### src/rtl/voice_allocator_pkg.sv
// rtl/voice_allocator_pkg.sv - slot-state encodings and index sizing shared by the voice allocator
package voice_allocator_pkg;

  // Lifecycle of one voice slot as seen by the allocator
  typedef enum logic [1:0] {
    SLOT_FREE    = 2'd0,
    SLOT_HELD    = 2'd1,
    SLOT_RELEASE = 2'd2,
    SLOT_GAP     = 2'd3
  } slot_state_t;

  localparam int VOICES_MAX = 8;
  localparam int IDX_BITS   = $clog2(VOICES_MAX);

endpackage

### src/rtl/voice_pick.sv
// rtl/voice_pick.sv - combinational candidate selector, one winner per allocation priority class
module voice_pick
  import voice_allocator_pkg::*;
#(
  parameter int VOICES    = 4,
  parameter int NOTE_BITS = 7,
  parameter int AGE_BITS  = 4
) (
  input  logic [VOICES-1:0]           held_pre,
  input  logic [VOICES-1:0]           free_vec,
  input  logic [VOICES-1:0]           rel_vec,
  input  logic [VOICES-1:0]           held_vec,
  input  logic [VOICES*NOTE_BITS-1:0] notes,
  input  logic [VOICES*AGE_BITS-1:0]  ages,
  input  logic [NOTE_BITS-1:0]        on_note,
  output logic                        same_valid,
  output logic [IDX_BITS-1:0]         same_idx,
  output logic                        free_valid,
  output logic [IDX_BITS-1:0]         free_idx,
  output logic                        rel_valid,
  output logic [IDX_BITS-1:0]         rel_idx,
  output logic                        steal_valid,
  output logic [IDX_BITS-1:0]         steal_idx
);

  logic [AGE_BITS-1:0] rel_age;
  logic [AGE_BITS-1:0] steal_age;

  // Lowest-index same-note HELD slot and lowest-index FREE slot
  always_comb begin
    same_valid = 1'b0;
    same_idx   = '0;
    free_valid = 1'b0;
    free_idx   = '0;
    for (int i = 0; i < VOICES; i++) begin
      if (!same_valid && held_pre[i] && notes[i*NOTE_BITS +: NOTE_BITS] == on_note) begin
        same_valid = 1'b1;
        same_idx   = IDX_BITS'(i);
      end
      if (!free_valid && free_vec[i]) begin
        free_valid = 1'b1;
        free_idx   = IDX_BITS'(i);
      end
    end
  end

  // Oldest RELEASE slot and oldest HELD slot; strict compare keeps the lowest index on ties
  always_comb begin
    rel_valid   = 1'b0;
    rel_idx     = '0;
    rel_age     = '0;
    steal_valid = 1'b0;
    steal_idx   = '0;
    steal_age   = '0;
    for (int i = 0; i < VOICES; i++) begin
      if (rel_vec[i] && (!rel_valid || ages[i*AGE_BITS +: AGE_BITS] > rel_age)) begin
        rel_valid = 1'b1;
        rel_idx   = IDX_BITS'(i);
        rel_age   = ages[i*AGE_BITS +: AGE_BITS];
      end
      if (held_vec[i] && (!steal_valid || ages[i*AGE_BITS +: AGE_BITS] > steal_age)) begin
        steal_valid = 1'b1;
        steal_idx   = IDX_BITS'(i);
        steal_age   = ages[i*AGE_BITS +: AGE_BITS];
      end
    end
  end

endmodule

### src/rtl/voice_allocator.sv
// rtl/voice_allocator.sv - polyphonic note-to-voice allocator (build option: VOICE_STEAL_EN enables voice stealing)
module voice_allocator
  import voice_allocator_pkg::*;
#(
  parameter int VOICES    = 4,
  parameter int NOTE_BITS = 7,
  parameter int AGE_BITS  = 4
) (
  input  logic                        sample_clock,
  input  logic                        rst_n,
  input  logic                        on_valid,
  input  logic [NOTE_BITS-1:0]        on_note,
  output logic                        on_ready,
  input  logic                        off_valid,
  input  logic [NOTE_BITS-1:0]        off_note,
  input  logic [VOICES-1:0]           env_idle,
  output logic [VOICES-1:0]           gate,
  output logic [VOICES*NOTE_BITS-1:0] voice_note,
  output logic                        dropped
);

  slot_state_t         state_q   [VOICES];
  slot_state_t         state_d   [VOICES];
  slot_state_t         state_off [VOICES];
  logic [AGE_BITS-1:0]  age_q    [VOICES];
  logic [AGE_BITS-1:0]  age_d    [VOICES];
  logic [NOTE_BITS-1:0] note_q   [VOICES];
  logic [NOTE_BITS-1:0] note_d   [VOICES];
  logic                 dropped_q;
  logic                 dropped_d;

  logic [VOICES-1:0]           held_pre;
  logic [VOICES-1:0]           free_vec;
  logic [VOICES-1:0]           rel_vec;
  logic [VOICES-1:0]           held_vec;
  logic [VOICES-1:0]           gap_vec;
  logic [VOICES*NOTE_BITS-1:0] notes_flat;
  logic [VOICES*AGE_BITS-1:0]  ages_flat;

  logic                same_valid, free_valid, rel_valid, steal_valid;
  logic [IDX_BITS-1:0] same_idx, free_idx, rel_idx, steal_idx;

  logic                accept;
  logic                alloc_valid;
  logic                alloc_gap;
  logic [IDX_BITS-1:0] alloc_idx;

  // Apply the note-off first, then expose per-class slot vectors and the visible outputs
  always_comb begin
    held_pre   = '0;
    free_vec   = '0;
    rel_vec    = '0;
    held_vec   = '0;
    gap_vec    = '0;
    gate       = '0;
    notes_flat = '0;
    ages_flat  = '0;
    for (int i = 0; i < VOICES; i++) begin
      state_off[i] = state_q[i];
      if (off_valid && (state_q[i] == SLOT_HELD || state_q[i] == SLOT_GAP) && note_q[i] == off_note) begin
        state_off[i] = SLOT_RELEASE;
      end
      held_pre[i] = (state_q[i] == SLOT_HELD);
      gap_vec[i]  = (state_q[i] == SLOT_GAP);
      gate[i]     = (state_q[i] == SLOT_HELD);
      free_vec[i] = (state_off[i] == SLOT_FREE);
      rel_vec[i]  = (state_off[i] == SLOT_RELEASE);
      held_vec[i] = (state_off[i] == SLOT_HELD);
      notes_flat[i*NOTE_BITS +: NOTE_BITS] = note_q[i];
      ages_flat[i*AGE_BITS +: AGE_BITS]    = age_q[i];
    end
  end

  assign voice_note = notes_flat;
  assign on_ready   = ~|gap_vec;
  assign dropped    = dropped_q;
  assign accept     = on_valid && on_ready;

  // Same-note matching looks at pre-off state so an on+off of one note retriggers that slot
  voice_pick #(
    .VOICES    (VOICES),
    .NOTE_BITS (NOTE_BITS),
    .AGE_BITS  (AGE_BITS)
  ) u_pick (
    .held_pre    (held_pre),
    .free_vec    (free_vec),
    .rel_vec     (rel_vec),
    .held_vec    (held_vec),
    .notes       (notes_flat),
    .ages        (ages_flat),
    .on_note     (on_note),
    .same_valid  (same_valid),
    .same_idx    (same_idx),
    .free_valid  (free_valid),
    .free_idx    (free_idx),
    .rel_valid   (rel_valid),
    .rel_idx     (rel_idx),
    .steal_valid (steal_valid),
    .steal_idx   (steal_idx)
  );

`ifndef VOICE_STEAL_EN
  logic unused_steal;
  assign unused_steal = ^{steal_valid, steal_idx};
`endif

  // Priority resolution: retrigger, then free, then oldest released, then (optionally) oldest held
  always_comb begin
    alloc_valid = 1'b0;
    alloc_gap   = 1'b0;
    alloc_idx   = '0;
    if (same_valid) begin
      alloc_valid = 1'b1;
      alloc_gap   = 1'b1;
      alloc_idx   = same_idx;
    end else if (free_valid) begin
      alloc_valid = 1'b1;
      alloc_idx   = free_idx;
    end else if (rel_valid) begin
      alloc_valid = 1'b1;
      alloc_idx   = rel_idx;
    end
`ifdef VOICE_STEAL_EN
    else if (steal_valid) begin
      alloc_valid = 1'b1;
      alloc_gap   = 1'b1;
      alloc_idx   = steal_idx;
    end
`endif
  end

  // Per-slot next state, note capture and age bookkeeping
  always_comb begin
    dropped_d = accept && !alloc_valid;
    for (int i = 0; i < VOICES; i++) begin
      note_d[i] = note_q[i];
      age_d[i]  = age_q[i];
      case (state_off[i])
        SLOT_GAP:     state_d[i] = SLOT_HELD;
        SLOT_RELEASE: state_d[i] = env_idle[i] ? SLOT_FREE : SLOT_RELEASE;
        default:      state_d[i] = state_off[i];
      endcase
      if (accept && alloc_valid) begin
        if (alloc_idx == IDX_BITS'(i)) begin
          state_d[i] = alloc_gap ? SLOT_GAP : SLOT_HELD;
          note_d[i]  = on_note;
          age_d[i]   = '0;
        end else if (state_off[i] != SLOT_FREE && age_q[i] != '1) begin
          age_d[i] = age_q[i] + 1'b1;
        end
      end
    end
  end

  // State, note and age registers
  always_ff @(posedge sample_clock or negedge rst_n) begin
    if (!rst_n) begin
      for (int i = 0; i < VOICES; i++) begin
        state_q[i] <= SLOT_FREE;
        age_q[i]   <= '0;
        note_q[i]  <= '0;
      end
      dropped_q <= 1'b0;
    end else begin
      for (int i = 0; i < VOICES; i++) begin
        state_q[i] <= state_d[i];
        age_q[i]   <= age_d[i];
        note_q[i]  <= note_d[i];
      end
      dropped_q <= dropped_d;
    end
  end

endmodule

### config.mk
export PLATFORM = sky130hd
export DESIGN_NAME = voice_allocator
export DESIGN_NICKNAME = d
export VERILOG_FILES = /design/src/rtl/voice_allocator_pkg.sv /design/src/rtl/voice_pick.sv /design/src/rtl/voice_allocator.sv
export SDC_FILE = /design/constraint.sdc
export NUM_CORES = 1
export LEC_CHECK = 0
export ABC_AREA = 1
export CAP_MARGIN = 10
export CORE_MARGIN = 2
export CORE_UTILIZATION = 30
export DETAILED_ROUTE_END_ITERATION = 16
export PLACE_DENSITY = 0.49
export SLEW_MARGIN = 20
export SYNTH_ARGS = -nofsm -noshare
export SYNTH_HDL_FRONTEND = slang
export SYNTH_SLANG_ARGS = --single-unit
### constraint.sdc
create_clock -name sample_clock -period 4.61 [get_ports sample_clock]
set_clock_uncertainty 0.2 [all_clocks]
set_input_delay 0.6915 -clock sample_clock [delete_from_list [all_inputs] [get_ports sample_clock]]
set_output_delay 0.6915 -clock sample_clock [all_outputs]
set_load 0.01 [all_outputs]
==> results of run 1 <==
==> routing by layer <==
metal / global-route usage, % / vias to the layer above
li1: - / 2292
met1: 25.8 / 2266
met2: 39.0 / 128
met3: 3.32 / 33
met4: 7.10 / 0
met5: 0 / -
==> where the power goes <==
part | total, mW | internal, mW | switching, mW
clock network | 0.395 | 0.201 | 0.194
logic | 2.45 | 1.20 | 1.25
registers | 0.932 | 0.638 | 0.295
total | 3.78 | 2.04 | 1.74
==> layout by cell type (no fill, tap or decap), drive strengths merged, types with 2 or more instances in the layout <==
cell type	count
inv	81
nand2	222
nand3	42
nor2	62
nand3b	2
clkinv	2
xnor2	4
o21ai	51
o2111ai	2
nor4	5
buf	104
clkbuf	6
o22ai	3
nand4	22
dfrtp	53
xor2	16
a21oi	10
ha	16
nor3	4
clkdlybuf4s50	46
nor3b	2
==> through the flow <==
stage / hold WS, ps / utilization, % / setup WS [ps] / power [mW] / area (um2)
after floorplan: 196 / - / -63.4 / 1.99 / 4340
after global placement: 339 / 38.7 / -1090 / 2.67 / 5370
after detailed placement: 339 / 38.7 / -1200 / 2.70 / 5370
after CTS: 241 / 44.8 / -348 / 3.56 / 6220
after global routing: 266 / 47.2 / -707 / 4.07 / 6550
final: 222 / 47.2 / -392 / 3.78 / 6550
==> path summary, 6_finish.rpt <==
kind / slack, ps / startpoint / end / cells after the start
worst max register to register: -370 / voice_note[1] / voice_note[13] / 37
min in group sample_clock: 370 / voice_note[7] / voice_note[7] / 2
worst min register to register: 370 / voice_note[7] / voice_note[7] / 2
worst min-delay path: 220 / rst_n / voice_note[4] / 1
max in group asynchronous: 3140 / rst_n / age_q[2] / 2
worst max-delay path: -390 / off_note[3] / voice_note[13] / 38
==> cells by family (layout without fill, tap and decap cells) <==
kind of cell / Yosys count / after routing
and+or+nand+nor: 363 / 364
AOI/OAI and AO/OA: 72 / 72
buffers and inverters: 96 / 239
xor gates and xnor gates: 20 / 20
adders and majority gates: 16 / 16
DFF: 53 / 53
==> repair_timing <==
action / 4_1_cts / 5_1_grt
gates resized for setup: 114 / 77
cloned: 8 / 0
endpoints found under the setup margin: 52 / 52
pin swaps: 41 / 22
buffers inserted: 34 / 7
==> sequential cells by signal, indices dropped and copies added (netlist names) <==
name and cells:
voice_note 28, state_q 8, dropped 1, age_q 16
==> critical path, delay by kind of cell <==
family | cells | cell delay [ps]
adder cells (fa/ha/maj) | 3 | 870
AND/OR/NAND/NOR | 20 | 1670
buffers and inverters | 5 | 570
AO/OA/AOI/OAI | 10 | 1200
==> layout make-up <==
type                            instances  area share (%)
Multi-Input combinational cell        472            46.9
Timing Repair Buffer                  150            22.5
Sequential cell                        53            20.3
Inverter                               81            4.76
Tap cell                              180            3.44
Clock buffer                            6            1.97
Clock inverter                          2           0.153
==> results.toml, run 1 <==
[synthesis]
synthesized_area_fraction_occupied_by_ao_oa_aoi_and_oai_cells_pct = 11.2
synth.cells.most_frequent = "214 x sky130_fd_sc_hd__nand2_1, 71 x sky130_fd_sc_hd__inv_1, 58 x sky130_fd_sc_hd__nor2_1"
synthesis.yosys.warnings = 0
proportion_of_register_bits_with_asynchronous_set_or_reset_after_synthesis_pct = 100
synth_cells = 620
ys_ff_latch = 53
synth_flop_cell = "sky130_fd_sc_hd__dfrtp_1"
synth_edf_count = 0
synth_xor_area_share_pct = 4.12
synth-seq-area-share_pct = 31.2
synth.net_count = 658
syn_avg_cell_area_um2 = 6.85
post-synth-top-area-cell = "sky130_fd_sc_hd__dfrtp_1"
syn_area_mm2 = 0.00425
simple_logic_cell_fraction_of_the_synthesized_area_pct = 37.7
synth.area.mux_share_pct = 0
synth_most_common_cell = "sky130_fd_sc_hd__nand2_1"
yosysTopAreaCellShare_pct = 31.2
synth.lib_cells_used.distinct = 42
synth_top_family_by_area = "simple AND/OR/NAND/NOR gates"
post_synthesis_adder_cell_area_fraction_pct = 4.71
post_synth_main_area_contributors = "sky130_fd_sc_hd__dfrtp_1 31%, sky130_fd_sc_hd__nand2_1 19%, sky130_fd_sc_hd__inv_1 6.3%, sky130_fd_sc_hd__nor2_1 5.1%, sky130_fd_sc_hd__ha_1 4.7%"

[cells_and_area]
area_of_the_multi_input_gates_mm2 = 0.00307
area.growth.synth_to_final_pct = 54.0
insertedDiodeCount = 0
finalNonFillerCells = 944
finish.net_count = 801
register_area_mm2 = 0.00133
share_of_cells_above_drive_strength_1_pct = 36.1
n_fill_cell = 1346

[detailed_routing]
wl_met2_um = 7960
routed-via-count = 4719
vias_per_cell = 5.00
routed_wl_um = 15800
top_layer_used = "met4"
route.layer.met1.wl_um = 6730
drcViolationCount = 0
wire_per_inst_um = 16.7
detailedRoute.firstPassIterationCount = 5
antenna_violating_nets_left = 0
first_iter_violations = 360
wl_met3_um = 628

[power]
power_density_mw_per_mm2 = 578
cellLeakagePower_nw = 3.25
worst_ir_drop_vdd_v = 0.000211

[die]
floorplan.die.width_um = 123
dieArea_mm2 = 0.0151
initial_utilization_pct = 30.6
placement_rows = 43
core_area_mm2 = 0.0139
die_h_um = 123
boundaryPins = 56

[clocking]
ctsRootBufferMaster = "sky130_fd_sc_hd__clkbuf_16"
cts-htree-levels = 2
ctsLongestPathBuffers = 2
inserted_clock_buffers = 5
cts.hold.buffers_added = 0
worst_setup_hold_path_clk_slew_ps = 80
cts_tree = "built"
cts_sinks = 53
clkLatencyLatePin_ps = 310

[timing]
post-route-period-util_pct = 109
final.min_clock_period_ps = 5000
hold_viol = 0
fmax_ghz = 0.200
finalWorstSetupSlack_ps = -392
worst-slew-pin-transition_ps = 696
final.setup.tns_ps = -17010
final-setup-viol-count = 52
rsz0062_at_grt = "true"
max_slew_margin_pct = 53.6
final-max-slew-violation-count = 0

[critical_path]
worst_ep_arrival_time_ps = 4990
setup.worst_path.end_class = "register"
timing_worst_setup_path_type = "in -> reg"
critical_path.max_stage_delay_ps = 300
slowest_stage = "sky130_fd_sc_hd__ha_4"
critical_path_peak_fanout = 8
path_common_cell = "sky130_fd_sc_hd__nand2_2"
cp.required_ps = 4600
start_kind = "primary input"

[placed_design]
place.port_buffers = 55
final_gp_congestion = 0.846
dp_cells = 890
dpl.hpwl_um = 10900

[run_status]
result_of_the_run = "complete, but fails checks"
failed_checks = "setup timing"

[job]
maxCapViolCount = 0

[global_routing]
grt.overflow.total = 0
grt_usage_pct = 21.5
antenna_violations_before_repair = 0
pin_count_of_the_biggest_net_entering_global_routing = 28
wire_length_of_the_first_global_routing_pass_um = 24700
first_global_vias = 4687

[hold_path]
worst_hold_path_type = "in -> async"
Note: power is estimated with default switching activity, not from simulation.
==> inputs of run 2 (changes only) <==
- CTS_BUF_LIST: not set -> sky130_fd_sc_hd__clkbuf_4 sky130_fd_sc_hd__clkbuf_8
==> results.toml, run 2 (same netlist as run 1, synthesis figures left out) <==
[detailed_routing]
wire_per_inst_um = 16.6
routed_wl_um = 15700
drcViolationCount = 0
vias_per_cell = 4.98
routed-via-count = 4717
detailedRoute.firstPassIterationCount = 5
antenna_violating_nets_left = 0
first_iter_violations = 362

[global_routing]
wire_length_of_the_first_global_routing_pass_um = 24800
globalRouteMet1Util_pct = 26.0
antenna_violations_before_repair = 0
grt_usage_pct = 21.7
gr-usage-met3_pct = 3.37
gr-usage-met2_pct = 39.2
grt.overflow.total = 0
top_usage_layer_grt = "met2"
pin_count_of_the_biggest_net_entering_global_routing = 28
first_global_vias = 4688

[critical_path]
r2r-start = "voice_note[1]"
critical_path.top_delay_family = "simple AND/OR/NAND/NOR gates"
path_common_cell = "sky130_fd_sc_hd__nand2_2"
setup.reg_to_reg.worst_slack_ps = -450
start_kind = "primary input"
slowest_stage = "sky130_fd_sc_hd__ha_4"
crit_buf_inv = 5
critical_path_peak_fanout = 8
cp.required_ps = 4640
critical_path.max_stage_delay_ps = 300
critical_path.reg2reg.endpoint = "state_q[5]"
worst-r2r-cell-count = 37
timing_worst_setup_path_type = "in -> reg"
worst_ep_arrival_time_ps = 5110
setup.worst_path.end_class = "register"

[die]
initial_utilization_pct = 30.6
dieArea_mm2 = 0.0151
placement_rows = 43
core_area_mm2 = 0.0139
boundaryPins = 56
floorplan.die.width_um = 123
die_h_um = 123

[clocking]
cts_sinks = 53
worst_setup_hold_path_clk_slew_ps = 120
cts-htree-levels = 2
clkLatencyLatePin_ps = 350
ctsRootBufferMaster = "sky130_fd_sc_hd__clkbuf_8"
ctsLongestPathBuffers = 2
cts_tree = "built"
inserted_clock_buffers = 5

[cells_and_area]
finish.net_count = 804
postLayoutCoreUtil_pct = 46.3
flip_flop_count_of_the_largest_register_after_layout = 28
area.growth.synth_to_final_pct = 51.3
insertedDiodeCount = 0
final_common_cell = "sky130_fd_sc_hd__nand2_1"
share_of_cells_above_drive_strength_1_pct = 36.0
most-common-layout-cells = "162 x sky130_fd_sc_hd__nand2_1, 80 x sky130_fd_sc_hd__buf_4, 64 x sky130_fd_sc_hd__inv_1"

[placed_design]
final_gp_congestion = 0.846
place.port_buffers = 55
dpl.hpwl_um = 10900

[timing]
final.min_clock_period_ps = 5080
rsz0062_at_grt = "true"
finalWorstSetupSlack_ps = -470
fmax_ghz = 0.197
final-max-slew-violation-count = 0
max_slew_margin_pct = 53.9
final-setup-viol-count = 52
hold_viol = 0
post-route-period-util_pct = 110
worst-slew-pin-transition_ps = 692
final.setup.tns_ps = -20960

[power]
worst_ir_drop_vdd_v = 0.000216
power_density_mw_per_mm2 = 570
cellLeakagePower_nw = 3.22

[job]
maxCapViolCount = 0

[hold_path]
worst_hold_path_type = "in -> async"

[run_status]
failed_checks = "setup timing"
result_of_the_run = "complete, but fails checks"
==> run 2: cell types whose count changed in the layout (fill, tap and decap cells not counted), sizes merged <==
cell	change
buf	+3
==> run 2: worst max path at each step <==
| stage | from | end | cells past startpoint | slack (ps) |
|---|---|---|---|---|
| finish | off_note[1] | state_q[5] | 38 | -470 |
| global route | voice_note[1] | age_q[10] | 38 | -750 |
| CTS | voice_note[4] | voice_note[13] | 38 | -310 |
| detailed placement | off_note[0] | age_q[14] | 38 | -1200 |
| global placement | off_note[0] | age_q[14] | 38 | -1090 |
| floorplan | off_valid | voice_note[0] | 36 | -60 |
==> run 2: worst reg2reg max path: cells and delay by family, from the launching register on <==
kind | cells | cell delay [ps]
simple gates | 18 | 1530
buf+inv | 4 | 500
compound gates | 12 | 1440
flops | 1 | 430
fa+ha+maj | 3 | 830
==> run 2: what timing repair did <==
| action | in CTS | in global routing |
|---|---|---|
| setup buffers | 38 | 7 |
| endpoints found under the setup margin | 52 | 52 |
| gates cloned | 8 | 0 |
| pin swaps | 40 | 16 |
| hold buffers | 0 | 0 |
| gates resized for setup | 111 | 63 |
==> run 2: per-layer routing <==
layer	part of all wire (%)	up-vias
met5	0	-
met4	3.4	0
met3	4.3	32
met2	50	135
met1	42	2246
li1	-	2304
==> run 2: stage by stage <==
step                cells  setup slack [ps]  hold WS (ps)  power (mW)  cell area, um2
finish                947              -470           163        3.66            6430
global route          947              -747           205        3.94            6430
CTS                   944              -313           190        3.45            6180
detailed placement    890             -1200           339        2.70            5370
global placement      890             -1090           339        2.67            5370
floorplan             620             -63.4           196        1.99            4340
==> run 2: final cells by class <==
| class | count | area, um2 |
|---|---|---|
| Clock buffer | 6 | 76.3 |
| Fill cell | 1375 | 7450 |
| Clock inverter | 2 | 10.0 |
| Multi-Input combinational cell | 472 | 3030 |
| Sequential cell | 53 | 1330 |
| Timing Repair Buffer | 153 | 1460 |
| Tap cell | 180 | 225 |
| Inverter | 81 | 307 |
==> run 2: power by group <==
group          internal, mW  switching [mW]  leakage [nW]  total [mW]
clock network         0.112           0.194        0.0484       0.307
logic                  1.19            1.24          2.50        2.43
registers             0.637           0.292         0.673       0.929
==> inputs of run 3 (changes only) <==
- SLEW_MARGIN: 20 -> 25
==> results of run 3 <==
Same layout as run 2: the final DEF is identical, and so are final timing and power.
